`src/rtl/rr_burst_arbiter.sv`:
```
`default_nettype none
// ============================================================================
// Module   : rr_burst_arbiter
// Purpose  : Registered round-robin arbiter with burst locking up to MAX_HOLD.
// Revision : 1.0 - initial release
// ============================================================================
module rr_burst_arbiter #(
    parameter int N        = 8,
    parameter int MAX_HOLD = 4,
    localparam int c_idw   = $clog2(N),
    localparam int c_cw    = $clog2(MAX_HOLD + 1)
) (
    input  logic             clk,
    input  logic             rst,
    input  logic [N-1:0]     req,
    output logic [N-1:0]     grant,
    output logic             grant_valid,
    output logic [c_idw-1:0] grant_id
);

    localparam logic [c_cw-1:0] c_max_hold = c_cw'(MAX_HOLD);

    typedef enum logic [0:0] {
        ST_IDLE  = 1'b0,
        ST_GRANT = 1'b1
    } state_t;

    state_t             r_state;
    logic [N-1:0]       r_grant;
    logic               r_valid;
    logic [c_idw-1:0]   r_id;
    logic [c_idw-1:0]   r_ptr;
    logic [c_cw-1:0]    r_hold;

    logic [N-1:0]       w_mask;
    logic [N-1:0]       w_masked;
    logic [N-1:0]       w_cand;
    logic [N-1:0]       w_pick_oh;
    logic [c_idw-1:0]   w_pick_id;
    logic [c_idw-1:0]   w_next_ptr;
    logic               w_own_req;
    logic               w_rearb;

    // Search from ptr upward first; fall back to the whole vector on wrap.
    always_comb begin
        w_mask = '0;
        for (int i = 0; i < N; i++) begin
            w_mask[i] = (i >= int'(r_ptr));
        end
        w_masked  = req & w_mask;
        w_cand    = (|w_masked) ? w_masked : req;
        w_pick_oh = w_cand & ~(w_cand - N'(1));
        w_pick_id = '0;
        for (int i = 0; i < N; i++) begin
            if (w_pick_oh[i]) begin
                w_pick_id = c_idw'(i);
            end
        end
        w_next_ptr = (int'(w_pick_id) == N - 1) ? '0 : w_pick_id + c_idw'(1);
        w_own_req  = |(req & r_grant);
        w_rearb    = ((r_state == ST_IDLE) && (|req)) ||
                     ((r_state == ST_GRANT) &&
                      ((!w_own_req && (|req)) || (w_own_req && (r_hold == c_max_hold))));
    end

    always_ff @(posedge clk or posedge rst) begin
        if (rst) begin
            r_state <= ST_IDLE;
            r_grant <= '0;
            r_valid <= 1'b0;
            r_id    <= '0;
            r_ptr   <= '0;
            r_hold  <= '0;
        end else if (w_rearb) begin
            r_state <= ST_GRANT;
            r_grant <= w_pick_oh;
            r_valid <= 1'b1;
            r_id    <= w_pick_id;
            r_ptr   <= w_next_ptr;
            r_hold  <= c_cw'(1);
        end else if (r_state == ST_GRANT) begin
            if (!w_own_req) begin
                // Owner released with nobody waiting: idle, pointer kept.
                r_state <= ST_IDLE;
                r_grant <= '0;
                r_valid <= 1'b0;
                r_id    <= '0;
                r_hold  <= '0;
            end else begin
                r_hold  <= r_hold + c_cw'(1);
            end
        end
    end

    assign grant       = r_grant;
    assign grant_valid = r_valid;
    assign grant_id    = r_id;

endmodule
`default_nettype wire

```
`config.mk`:
```
export PLATFORM = sky130hd
export DESIGN_NAME = rr_burst_arbiter
export DESIGN_NICKNAME = d
export VERILOG_FILES = /design/src/rtl/rr_burst_arbiter.sv
export SDC_FILE = /design/constraint.sdc
export NUM_CORES = 1
export LEC_CHECK = 0
export ABC_AREA = 1
export CAP_MARGIN = 30
export CORE_AREA = 5 5 66 68
export DETAILED_ROUTE_END_ITERATION = 6
export DIE_AREA = 0 0 71 73
export PLACE_DENSITY_LB_ADDON = 0.2
export SYNTH_ARGS = -nofsm -noshare
export SYNTH_HDL_FRONTEND = slang
export SYNTH_SLANG_ARGS = --single-unit
```
`constraint.sdc`:
```
create_clock -name clk -period 2.1 [get_ports clk]
set_clock_uncertainty 0.05 [all_clocks]
set_input_delay 0.21 -clock clk [delete_from_list [all_inputs] [get_ports clk]]
set_output_delay 0.21 -clock clk [all_outputs]
set_load 0.01 [all_outputs]
```
Word level (Yosys, flattened, before mapping):

Cells that the tools add are included.

* word-level logic and storage cells: 60
* input bits: 10
* register bits: 19

* muxes and demuxes: 24
* equality and inequality tests: 3
* reductions and logical operators: 12
* order comparisons: 7
* bitwise gates (word level): 5
* add/sub/neg operators: 3

Operators by type and width (number)
* 3-bit two-way mux: 11
* 8-bit two-way mux: 4
* 8-bit bitwise AND: 3
* 8-bit OR reduction: 3
* 3-bit >= comparator (first input constant): 3
* 8-bit NOT: 1
* 8-bit by 1-bit subtractor with 8-bit output (second input constant): 1
* 1-bit two-way mux: 7
* 3-bit by 1-bit adder with 3-bit output (second input constant): 2
* 1-bit by 3-bit >= comparator with 1-bit output (first input constant): 2
* 2-bit by 3-bit >= comparator with 1-bit output (first input constant): 2
* 1-bit logical AND: 4
* 2-bit two-way mux: 2
* 3-bit by 1-bit == test with 1-bit output (second input constant): 1
* 3-bit == test (second input constant): 1
* 1-bit logical OR: 2
* 2-bit by 1-bit != test with 1-bit output (second input constant): 1
* 2-bit AND reduction: 1
* 2-bit nonzero test: 1
* 1-bit zero test: 1
* 1-bit NOT: 1

Logic depth before layout (Yosys ltp):

Gate-level depths: netlist (run 1).

* word-level depth: 16
* depth in mapped cells: 18
* mapped depth without buffers: 18

Worst setup path after synthesis (run 1):

OpenSTA, ideal clock, no wires.

* path type: register to register
* start: register r_ptr[2]
* end: register r_ptr[0]
* cell stages (with the launch flop): 18
* period minus slack after synthesis: 2.099 ns
* arrival time: 1.976 ns
* setup slack: 0.001 ns
* data required time: 1.977 ns
* buffers on the path: 0
* cell sequence: dfrtp_1 > inv_2 > nand3_1 > nand3_1 > nor2_4 > nand3_1 > nand2_1 > nor2_4 > inv_2 > nor2_2 > o21ai_2 > nand2_2 > ha_1 > ha_1 > nand3b_1 > nand2_1 > inv_1 > a21oi_2

* cells in the longest elaborated chain, start to end: 16
* elaborated cells on any way between the ends: 23
* those cells by class: add/sub (2); order compare (7); eq/ne (1); mux (9); bitwise (3); reduce/logical (1)

RTL lines
* from (decl): line 32 `logic [c_idw-1:0] r_ptr;`
* from (signal assigned): line 79 `r_ptr <= w_next_ptr;`
* 1-bit by 3-bit >= comparator with 1-bit output (tied with other cells): line 48 `w_mask[i] = (i >= int'(r_ptr));`
* 8-bit bitwise AND (*): line 50 `w_masked = req & w_mask;`
* 8-bit OR reduction: line 51 `w_cand = (|w_masked) ? w_masked : req;`
* 8-bit two-way mux (*): line 51
* 8-bit by 1-bit subtractor with 8-bit output: line 52 `w_pick_oh = w_cand & ~(w_cand - N'(1));`
* 8-bit NOT: line 52
* 8-bit bitwise AND (*): line 52
* 1-bit two-way mux: line 55 `if (w_pick_oh[i]) begin`
* 2-bit two-way mux (2 in series): line 55
* 3-bit two-way mux (3 in series): line 55
* 3-bit two-way mux (*): line 55
* 3-bit by 1-bit adder with 3-bit output / 3-bit by 1-bit == test with 1-bit output (equally long branches): line 59 `w_next_ptr = (int'(w_pick_id) == N - 1) ? '0 : w_pick_id + c_idw'(1);`
* 3-bit two-way mux (*): line 59

Every way passes the cells marked *; elsewhere a longest branch is shown, timed or not.
A chain may end at the register's enable or synchronous reset.

Worst setup path in the final report (run 1):

Ends and elaborated chain as after synthesis.

==> out/metrics.yaml, run 1 <==
fin_cells: 286
rsz0062_at_grt: "yes"
ys.warnings.count: 0
fin_crit_sh_pct: 111
htree_levels: 1
dpl_worst_slack_ns: -0.443
final_common_cell: "buf_4"
cp.arrival_ns: 2.45
dpl.cell_count: 264
core_mm2: 0.00380
stdcell_area_mm2: 0.00203
cts_tree: "done"
grt_max_degree: 20
end_kind: "register"
crit_family: "simple AND/OR/NAND/NOR gates"
timing.fmax_ghz: 0.430
drt-pass1-iter-count: 4
fill_cells: 358
pwr_density_cell_mw_per_mm2: 1370
diodes: 0
violations: "negative setup slack"
cpMostUsedCell: "nor2_4"
setup_ws_ns: -0.225
clockBufferDepth: 2
hold_violations: 0
cp_slowest_cell: "dfrtp_2"
dieArea_mm2: 0.00518
path_max_fanout: 7
place_area_mm2: 0.00176
clock-sinks: 19
grt_pass1_wl_um: 6120
slew_headroom_pct: 52.1
cts_buffers: 3
antenna_found_initial: 0
status: "complete, but fails checks"
setup_viol: 5
io_pins: 22
ir_drop_v: 0.000770
synth_cells: 159
rows: 23
drc_errors: 0
syn_avg_cell_area_um2: 7.65
ys_seq_area_share_pct: 39.1
grt_pass1_vias: 1326
drtIter0Drc: 44
die_x_um: 71
path_class: "reg2reg"
slew_viol_final: 0
grtUsageTotal_pct: 14.6
area_growth_pct: 66.7
clock-root-buffer: "clkbuf_8"
dp_hpwl_um: 2600
final_cell_mix: "53 x buf_4, 42 x nand2_1, 21 x clkdlybuf4s50_1"
power.leakage_nw: 0.973
syn-cell-area_mm2: 0.00122
final_nets: 251
syn-num-nets: 173
start_kind: "register"
cp_cell_sequence: "inv_2 > nor2_2 > nor2_4 > nor2_4 > nand3_2 > nand2_2 > nor2_4 > nand4_1 > nand3_2 > ha_4 > ha_4 > nand3b_1 > nand2_1 > inv_1 > a21oi_2"
fp.dieH_um: 73
gp_routability_congestion: 0.906
gr-total-overflow: 0
worst_slew_pin_slew_ns: 0.717
hp-class: "in2async"
drive_gt1_share_pct: 44.9
tns_ns: -0.891
initial_core_util_pct: 32.0
drt.antenna.violating_nets: 0
max_stage_delay_ns: 0.41
via_per_inst: 4.55
totalWireLength_um: 3520
wl_per_cell_um: 12.3
worstPathRequired_ns: 2.23
fin_crit_ns: 2.32
path_buf_inv: 2
clk_latency_ns: 0.25
multi_input_area_um2: 733
synth-seq-cells: 19
cap_violations: 0
clk_pin_slew_ns: 0.07
synth_cell_types: 26
portBuffers: 21
regArea_um2: 479
vias: 1302
## per-stage QoR
stage          power, mW  utilization, %  hold WS [ns]
3_5_place_dp        2.24            46.3         0.407
6_report            2.78            53.4         0.327
4_1_cts             2.74            52.6         0.355
2_1_floorplan       1.45               -         0.111
5_1_grt             3.03            53.4         0.396
3_3_place_gp        2.22            46.3         0.404
## kinds of logic (layout without fill, tap and decap cells)
logic type | Yosys count | after routing | synth area share [%]
flip-flops | 19 | 19 | 39.1
AO/OA/AOI/OAI | 21 | 21 | 10.6
buffers and inverters | 23 | 100 | 7.51
adder cells (fa/ha/maj) | 4 | 4 | 4.12
AND/OR/NAND/NOR | 92 | 92 | 38.7
## area by class of cell
type,instances,share of cell area [%]
clock buffers,4,2.22
inverters,21,3.89
multi-input cells,117,36.2
flip-flops and latches,19,23.6
well taps,50,3.09
repair buffers,75,31.0
## layer usage
layer  vias up  track usage (%)  part of all wire [%]
li1        667                -                     -
met2        29             26.0                    51
met5         -                0                     0
met1       602             18.7                    46
met4         0             3.34                  0.68
met3         4             2.07                   2.7
## worst register-to-register path, stage by stage, from the launching register on
cell	delay (ns)
dfrtp_2	0.41
inv_2	0.09
nor2_2	0.16
nor2_4	0.06
nor2_4	0.24
nand3_2	0.11
nand2_2	0.13
nor2_4	0.06
nand4_1	0.14
nand3_2	0.13
ha_4	0.19
ha_4	0.14
nand3b_1	0.15
nand2_1	0.06
inv_1	0.04
a21oi_2	0.09
## where the power goes
part           internal (mW)  leakage (nW)  switching, mW
sequential             0.509         0.236          0.110
combinational          0.986         0.715          0.919
clock                  0.135        0.0228          0.123
total                   1.63         0.973           1.15
## path summary, 6_finish.rpt
path	end	depth (start not counted)	slack, ns	startpoint
min	grant[2]	2	0.33	rst
max reg2reg	r_ptr[0]	15	-0.22	r_ptr[2]
max in group asynchronous	r_ptr[0]	2	1.17	rst
max	r_ptr[0]	15	-0.22	r_ptr[2]
min in group clk	grant_valid	2	0.42	grant_valid
min reg2reg	grant_valid	2	0.42	grant_valid
## synth_stat cells
| cell | number | area share, % |
|---|---|---|
| nand2_1 | 45 | 14 |
| dfrtp_1 | 19 | 39 |
| inv_1 | 18 | 5.6 |
| nand3_1 | 12 | 4.9 |
| nand2_2 | 9 | 4.6 |
| o21ai_0 | 8 | 3.3 |
| nor2_2 | 6 | 3.1 |
| nor2_1 | 5 | 1.5 |
| a21oi_1 | 4 | 1.6 |
| ha_1 | 4 | 4.1 |
| nor2_4 | 4 | 3.7 |
| o21ai_2 | 4 | 2.9 |
| inv_2 | 3 | 0.93 |
| nand4_1 | 3 | 1.5 |
| nand3_2 | 2 | 1.6 |
| nor3_1 | 2 | 0.82 |
| o21ai_1 | 2 | 0.82 |
| a21oi_2 | 1 | 0.72 |
| a221oi_1 | 1 | 0.72 |
| and3_1 | 1 | 0.51 |
| buf_2 | 1 | 0.41 |
| buf_4 | 1 | 0.62 |
| nand3b_1 | 1 | 0.62 |
| nor3b_2 | 1 | 1.0 |
| o22ai_1 | 1 | 0.51 |
| or2_4 | 1 | 0.72 |
## what timing repair did
item / 4_1_cts / 5_1_grt
hold buffers: 0 / 0
hold endpoints to repair: 0 / 0
buffers inserted: 16 / 2
setup endpoints to repair: 3 / 9
resized for setup: 16 / 7
pin swaps: 16 / 5
## state kept, by name, indices dropped and copies added, names as in the netlist
signal       cells
grant_id         3
grant            8
r_ptr            3
r_state          1
grant_valid      1
r_hold           3
Power figures use the tool's default switching activity.
==> run 2: changes to the inputs <==
--- a/config.mk
+++ b/config.mk
@@ -8,6 +8,7 @@
 export ABC_AREA = 1
 export CAP_MARGIN = 30
 export CORE_AREA = 5 5 66 68
+export CTS_CLUSTER_DIAMETER = 30
 export DETAILED_ROUTE_END_ITERATION = 6
 export DIE_AREA = 0 0 71 73
 export PLACE_DENSITY_LB_ADDON = 0.2
==> results of run 2 <==
Final layout, timing and power as in run 1 (identical DEF).
==> run 3: changes to the inputs <==
--- a/config.mk
+++ b/config.mk
@@ -9,6 +9,7 @@
 export CAP_MARGIN = 30
 export CORE_AREA = 5 5 66 68
 export CTS_CLUSTER_DIAMETER = 30
+export CTS_CLUSTER_SIZE = 25
 export DETAILED_ROUTE_END_ITERATION = 6
 export DIE_AREA = 0 0 71 73
 export PLACE_DENSITY_LB_ADDON = 0.2
==> results of run 3 <==
Final layout, timing and power as in run 1 (identical DEF).
